$ cat src/rtl/bus_arbiter.sv
// Round-robin bus arbiter: one-hot grant for the channel mux,
// held from address handshake through the final data/response handshake.
module bus_arbiter #(
    parameter int CHANNEL = 2,
    localparam int GW = (CHANNEL > 1) ? $clog2(CHANNEL) : 1
) (
    input  logic               clk,
    input  logic               rst,
    input  logic [CHANNEL-1:0] req,
    input  logic               addr_hs,
    input  logic               last_hs,
    output logic [CHANNEL-1:0] sel,
    output logic [GW-1:0]      grant_id,
    output logic               busy
);

    typedef enum logic [1:0] {
        IDLE = 2'd0,
        ADDR = 2'd1,
        DATA = 2'd2
    } state_t;

    state_t             state, state_n;
    logic [GW-1:0]      ptr, ptr_n;
    logic [CHANNEL-1:0] sel_n;
    logic [GW-1:0]      gid_n;
    logic               busy_n;

    logic               pick_vld;
    logic [GW-1:0]      pick;
    logic [GW-1:0]      ptr_adv;

    // First requesting master at or above ptr, wrapping modulo CHANNEL.
    always_comb begin
        int idx;
        pick_vld = 1'b0;
        pick     = '0;
        for (int i = 0; i < CHANNEL; i++) begin
            idx = int'(ptr) + i;
            if (idx >= CHANNEL)
                idx = idx - CHANNEL;
            if (!pick_vld && req[idx]) begin
                pick_vld = 1'b1;
                pick     = GW'(idx);
            end
        end
    end

    // Served master drops to lowest priority on release.
    always_comb begin
        if (grant_id == GW'(CHANNEL - 1))
            ptr_adv = '0;
        else
            ptr_adv = grant_id + GW'(1);
    end

    // Next-state and registered-output values.
    always_comb begin
        state_n = state;
        ptr_n   = ptr;
        sel_n   = sel;
        gid_n   = grant_id;
        busy_n  = busy;
        unique case (state)
            IDLE: begin
                sel_n  = '0;
                gid_n  = '0;
                busy_n = 1'b0;
                if (pick_vld) begin
                    state_n     = ADDR;
                    sel_n[pick] = 1'b1;
                    gid_n       = pick;
                    busy_n      = 1'b1;
                end
            end
            ADDR: begin
                if (addr_hs) begin
                    if (last_hs) begin
                        state_n = IDLE;
                        ptr_n   = ptr_adv;
                        sel_n   = '0;
                        gid_n   = '0;
                        busy_n  = 1'b0;
                    end else begin
                        state_n = DATA;
                    end
                end
            end
            DATA: begin
                if (last_hs) begin
                    state_n = IDLE;
                    ptr_n   = ptr_adv;
                    sel_n   = '0;
                    gid_n   = '0;
                    busy_n  = 1'b0;
                end
            end
            default: begin
                state_n = IDLE;
                sel_n   = '0;
                gid_n   = '0;
                busy_n  = 1'b0;
            end
        endcase
    end

    // State, pointer and output registers with synchronous reset.
    always_ff @(posedge clk) begin
        if (rst) begin
            state    <= IDLE;
            ptr      <= '0;
            sel      <= '0;
            grant_id <= '0;
            busy     <= 1'b0;
        end else begin
            state    <= state_n;
            ptr      <= ptr_n;
            sel      <= sel_n;
            grant_id <= gid_n;
            busy     <= busy_n;
        end
    end

endmodule

$ cat config.mk
export PLATFORM = sky130hd
export DESIGN_NAME = bus_arbiter
export DESIGN_NICKNAME = d
export VERILOG_FILES = /design/src/rtl/bus_arbiter.sv
export SDC_FILE = /design/constraint.sdc
export NUM_CORES = 1
export LEC_CHECK = 0
export CAP_MARGIN = 20
export CORE_AREA = 2 2 39 41
export DETAILED_ROUTE_END_ITERATION = 6
export DIE_AREA = 0 0 41 43
export PLACE_DENSITY = 0.47
export SYNTH_ARGS = -nofsm -noshare
export SYNTH_HDL_FRONTEND = slang
export SYNTH_SLANG_ARGS = --single-unit
export TNS_END_PERCENT = 100
$ cat constraint.sdc
create_clock -name clk -period 2.05 [get_ports clk]
set_input_delay 0.41 -clock clk [delete_from_list [all_inputs] [get_ports clk]]
set_output_delay 0.41 -clock clk [all_outputs]
set_load 0.05 [all_outputs]
---- Yosys cells after proc, flatten, opt, wreduce, memory -nomap -nowiden ----
Index checks and enable logic that the tools add are counted.
cells by class
  reductions and logical operators ........ 7
  magnitude comparators ................... 6
  equal/unequal tests ..................... 5
  mux-type cells .......................... 35
  $add $sub $neg .......................... 4
operators by type and width
  kind                                                                   number
  32-bit by 3-bit < comparator with 1-bit output, second input constant  2
  32-bit two-way mux                                                     2
  1-bit two-way mux                                                      20
  2-bit two-way mux                                                      7
  2-bit case mux with 3 select lines                                     2
  2-bit != test, second input constant                                   3
  1-bit case mux with 3 select lines                                     2
  3-bit AND reduction                                                    1
  1-bit by 2-bit subtractor with 3-bit output, second input constant     1
  2-bit by 2-bit subtractor with 3-bit output, second input constant     1
  1-bit by 1-bit adder with 2-bit output, second input constant          1
  2-bit by 1-bit == test with 1-bit output, second input constant        1
  2-bit == test, second input constant                                   1
  1-bit by 2-bit >= comparator with 1-bit output, second input constant  1
  2-bit >= comparator, second input constant                             1
  1-bit logical AND                                                      2
  2-bit zero test                                                        1
  1-bit by 2-bit < comparator with 1-bit output, second input constant   1
  1-bit case mux with 2 select lines                                     1
  2-bit AND reduction                                                    1
  2-bit nonzero test                                                     1
  1-bit adder, second input constant                                     1
  1-bit demux with 1-bit select                                          1
  1-bit >= comparator, second input constant                             1
  1-bit zero test                                                        1
word-level totals
  input bits .............................. 6
  output and inout port bits .............. 4
  logic and storage cells ................. 62
  register bits ........................... 7

---- Logic depth before layout (Yosys ltp) ----
  depth in word-level cells ............... 15
  gate-level depth with buffers ........... 6
  depth with buffers taken out ............ 5

---- Least setup slack after synthesis ----
OpenSTA, ideal clock, no wires.
  kind .................................... register -> register
  start point ............................. register state[0]
  end point ............................... register sel[1]
  path slack .............................. 0.510 ns
  data arrival time ....................... 1.470 ns
  library setup time ...................... 0.070 ns
  cell stages (with the launch flop) ...... 6
  path buffers ............................ 0
  clock period less this slack ............ 1.540 ns
  required time ........................... 1.980 ns
  cell sequence ........................... dfxtp_1 -> inv_1 -> ha_1 -> nor2b_1 -> or4_1 -> a21oi_1
on the way
  longest elaborated chain between the ends .. 2
  elaborated cells on any way between the ends .. 5
  those cells by class .................... 3 x eq/ne; 1 x mux; 1 x reduce/logical
ends and longest elaborated chain
  what                                                                 RTL line  text
  from (decl)                                                          23        state_t state, state_n;
  from (signal assigned)                                               116       state <= state_n;
  2-bit == test, or another cell as far along                          64        unique case (state)
  2-bit case mux with 3 select lines or 2-bit != test (tied branches)  --
  to (signal assigned)                                                 118       sel <= sel_n;
  to (decl)                                                            12        output logic [CHANNEL-1:0] sel,
Several ways; a longest one is shown, not always the timed one.
A chain may end at the register's enable or synchronous reset.

---- Worst setup path after layout ----
  start point ............................. register sel[1]
  end point ............................... output sel[1]
No word-level cell between the ends.

==> results.sh <==
export IMPL_status="finished clean"
export IMPL_dp_cells=65
export IMPL_postSynthRegisterBits=6
export IMPL_power_density_cell_area_nw_per_um2=781.1
export IMPL_globalRoute_totalOverflow=0
export IMPL_sequential_fraction_of_the_synthesis_area_pct=32.11
export IMPL_number_of_drc_violations_after_detailed_routing=0
export IMPL_cts_setup_buffers=0
export IMPL_detailed_place_hpwl_um=624.1
export IMPL_crit_chain="clkdlybuf4s50_1"
export IMPL_report_final_hold_viol_count=0
export IMPL_timing_critical_path_from_type="register"
export IMPL_cts_root_buffer="sky130_fd_sc_hd__clkbuf_4"
export IMPL_fp_dieArea_um2=1763
export IMPL_most_frequent_cells_in_the_layout="9 x sky130_fd_sc_hd__clkdlybuf4s50_1, 6 x sky130_fd_sc_hd__dfxtp_1, 4 x sky130_fd_sc_hd__o21ai_0, 4 x sky130_fd_sc_hd__a21oi_1, 4 x sky130_fd_sc_hd__ha_1"
export IMPL_worst_ep_required_time_ps=1640
export IMPL_rows=14
export IMPL_report_final_slew_viol_count=0
export IMPL_maxClockFrequency_mhz=544.0
export IMPL_htree_levels=1
export IMPL_die_height_um=43
export IMPL_viasPerCell=4.912
export IMPL_drt_first_pass_iters=1
export IMPL_final_core_util_pct=35.26
export IMPL_layout_commonest_cell="sky130_fd_sc_hd__clkdlybuf4s50_1"
export IMPL_cts_clk_slew_worst_paths_ps=40
export IMPL_slew_headroom_pct=67.00
export IMPL_final_cell_count_no_fill=68
export IMPL_ctsLongestPathBuffers=2
export IMPL_period_share_pct=89.66
export IMPL_design_portCount=10
export IMPL_nNetsFinal=64
export IMPL_count_of_cell_types_in_the_netlist=22
export IMPL_routabilityCongestion=0.7949
export IMPL_timing_hold_ws_ps=476.0
export IMPL_postRouteAntennaNets=0
export IMPL_setup_worst_path_end_class="output port"
export IMPL_track_usage_pct=11.08
export IMPL_cts_num_sinks=6
export IMPL_yosys_warnings=0
export IMPL_crit_path_leading_delay_family="buffers and inverters"
export IMPL_fillers=157
export IMPL_worstPathMaxFanout=4
export IMPL_post_cts_hold_buffer_count=0
export IMPL_peak_supply_drop_mv=0.2946
export IMPL_crit_path_top_delay_cell="sky130_fd_sc_hd__clkdlybuf4s50_1"
export IMPL_worst_min_delay_path_category="reg2reg"
export IMPL_routedWlPerCell_um=11.56
export IMPL_grt_max_degree=12
export IMPL_floorplan_initialDensity_pct=27.03
export IMPL_post_synth_instance_area_um2=374.1
export IMPL_total_number_of_vias=334
export IMPL_synth_fp_nets=52
export IMPL_critPathBufInv=1
export IMPL_p_leak_nw=0.1864
export IMPL_timing_setup_critical_path_class="reg2out"
export IMPL_final_setup_tns_ps=0
export IMPL_finClkSkew_ps=1.094
export IMPL_syn_instance_count=42
export IMPL_grt_setup_unrepaired="no"
export IMPL_synthesis_to_layout_area_growth_pct=30.43
export IMPL_antennaDiodeCount=0
export IMPL_post_cts_resized=0
export IMPL_routed_wl_um=786
export IMPL_final_layout_size_suffix_gt1_share_pct=7.692
export IMPL_max_cap_viol=0
export IMPL_crit_path_max_incr_delay_ps=820
export IMPL_grt_pass1_vias=324
export IMPL_cp_data_arrival_time_ps=1430
export IMPL_tritoncts="built"
export IMPL_core_area_um2=1384
export IMPL_first_iter_violations=0
export IMPL_wire_length_of_the_first_global_routing_pass_mm=1.269
export IMPL_setup_viol=0
export IMPL_slew_worst_pin_ps=493.4
export IMPL_cts_inserted_buffers=3
export IMPL_worst_skew_pair_late_latency_ps=240
export IMPL_fp_dieW_um=41
export IMPL_antenna_violations_before_repair=0
export IMPL_numPortBuffers=9
export IMPL_syn_avg_cell_area_um2=8.907
export IMPL_fin_crit_ps=1838
report_power, final:
part           internal (mW)  switching, mW
Combinational         0.0587         0.0766
Sequential             0.132         0.0103
Clock                 0.0659         0.0379
Total                  0.256          0.125
flip-flops by register name, summed over array words and instances (netlist names):
name and count:
busy 1, ptr 1, sel 2, state 2
worst paths after layout:
path              cells after the start  slack [ps]  startpoint     end
setup / recovery                      1         210      sel[1]  sel[1]
hold / removal                        2         480        busy    busy
setup reg to reg                      5         400    state[0]  sel[1]
hold reg to reg                       2         480        busy    busy
area by class of cell:
class | count | area [um2] | area share (%)
Tap cell | 16 | 20.02 | 4.103
Timing Repair Buffer | 9 | 90.09 | 18.46
Inverter | 2 | 7.507 | 1.538
Clock buffer | 3 | 22.52 | 4.615
Sequential cell | 6 | 120.1 | 24.62
Multi-Input combinational cell | 32 | 227.7 | 46.67
kinds of logic after synthesis:
kind of cell,share of synthesized area (%)
compound gates,19.73
fa+ha+maj,13.38
simple gates,25.09
mux,2.676
flops,32.11
buf+inv,7.025
layer usage:
| metal | global-route usage, % | up-vias | wire, um |
|---|---|---|---|
| met5 | 0 | - | 0 |
| li1 | - | 170 | - |
| met4 | 4.000 | 0 | 0 |
| met2 | 16.25 | 9 | 363 |
| met1 | 12.01 | 155 | 373 |
| met3 | 7.853 | 0 | 50 |
synth_stat cells (all sizes together):
cell type  n  share of area [%]
dfxtp      6                 32
a21oi      4                5.4
ha         4                 13
nor2b      4                8.7
o21ai      4                5.4
nand2      3                3.0
buf        2                5.0
inv        2                2.0
nor2       2                2.0
a2111o     1                3.0
a211oi     1                2.0
mux2i      1                2.7
nand2b     1                1.7
nor3       1                1.3
nor3b      1                2.0
o211ai     1                2.0
o31ai      1                2.0
or3        1                1.7
or4        1                2.0
or4b       1                2.7
stage by stage:
| step | worst slack [ps] | cell area, um2 | total power, mW |
|---|---|---|---|
| final | 211.9 | 488.0 | 0.3811 |
| after global routing | 148.1 | 488.0 | 0.4126 |
| after CTS | 203.3 | 488.0 | 0.3918 |
| after detailed placement | 273.4 | 465.4 | 0.2806 |
| after global placement | 306.8 | 465.4 | 0.2838 |
| after floorplan | 510.5 | 374.1 | 0.2413 |
worst reg2reg max path, delay by kind of cell, from the launching register on:
kind            cells  cell delay (ps)
simple gates        2              690
flops               1              350
fa+ha+maj           1              310
compound gates      1              140
buf+inv             1               90
Note: power is estimated with default switching activity, not from simulation.
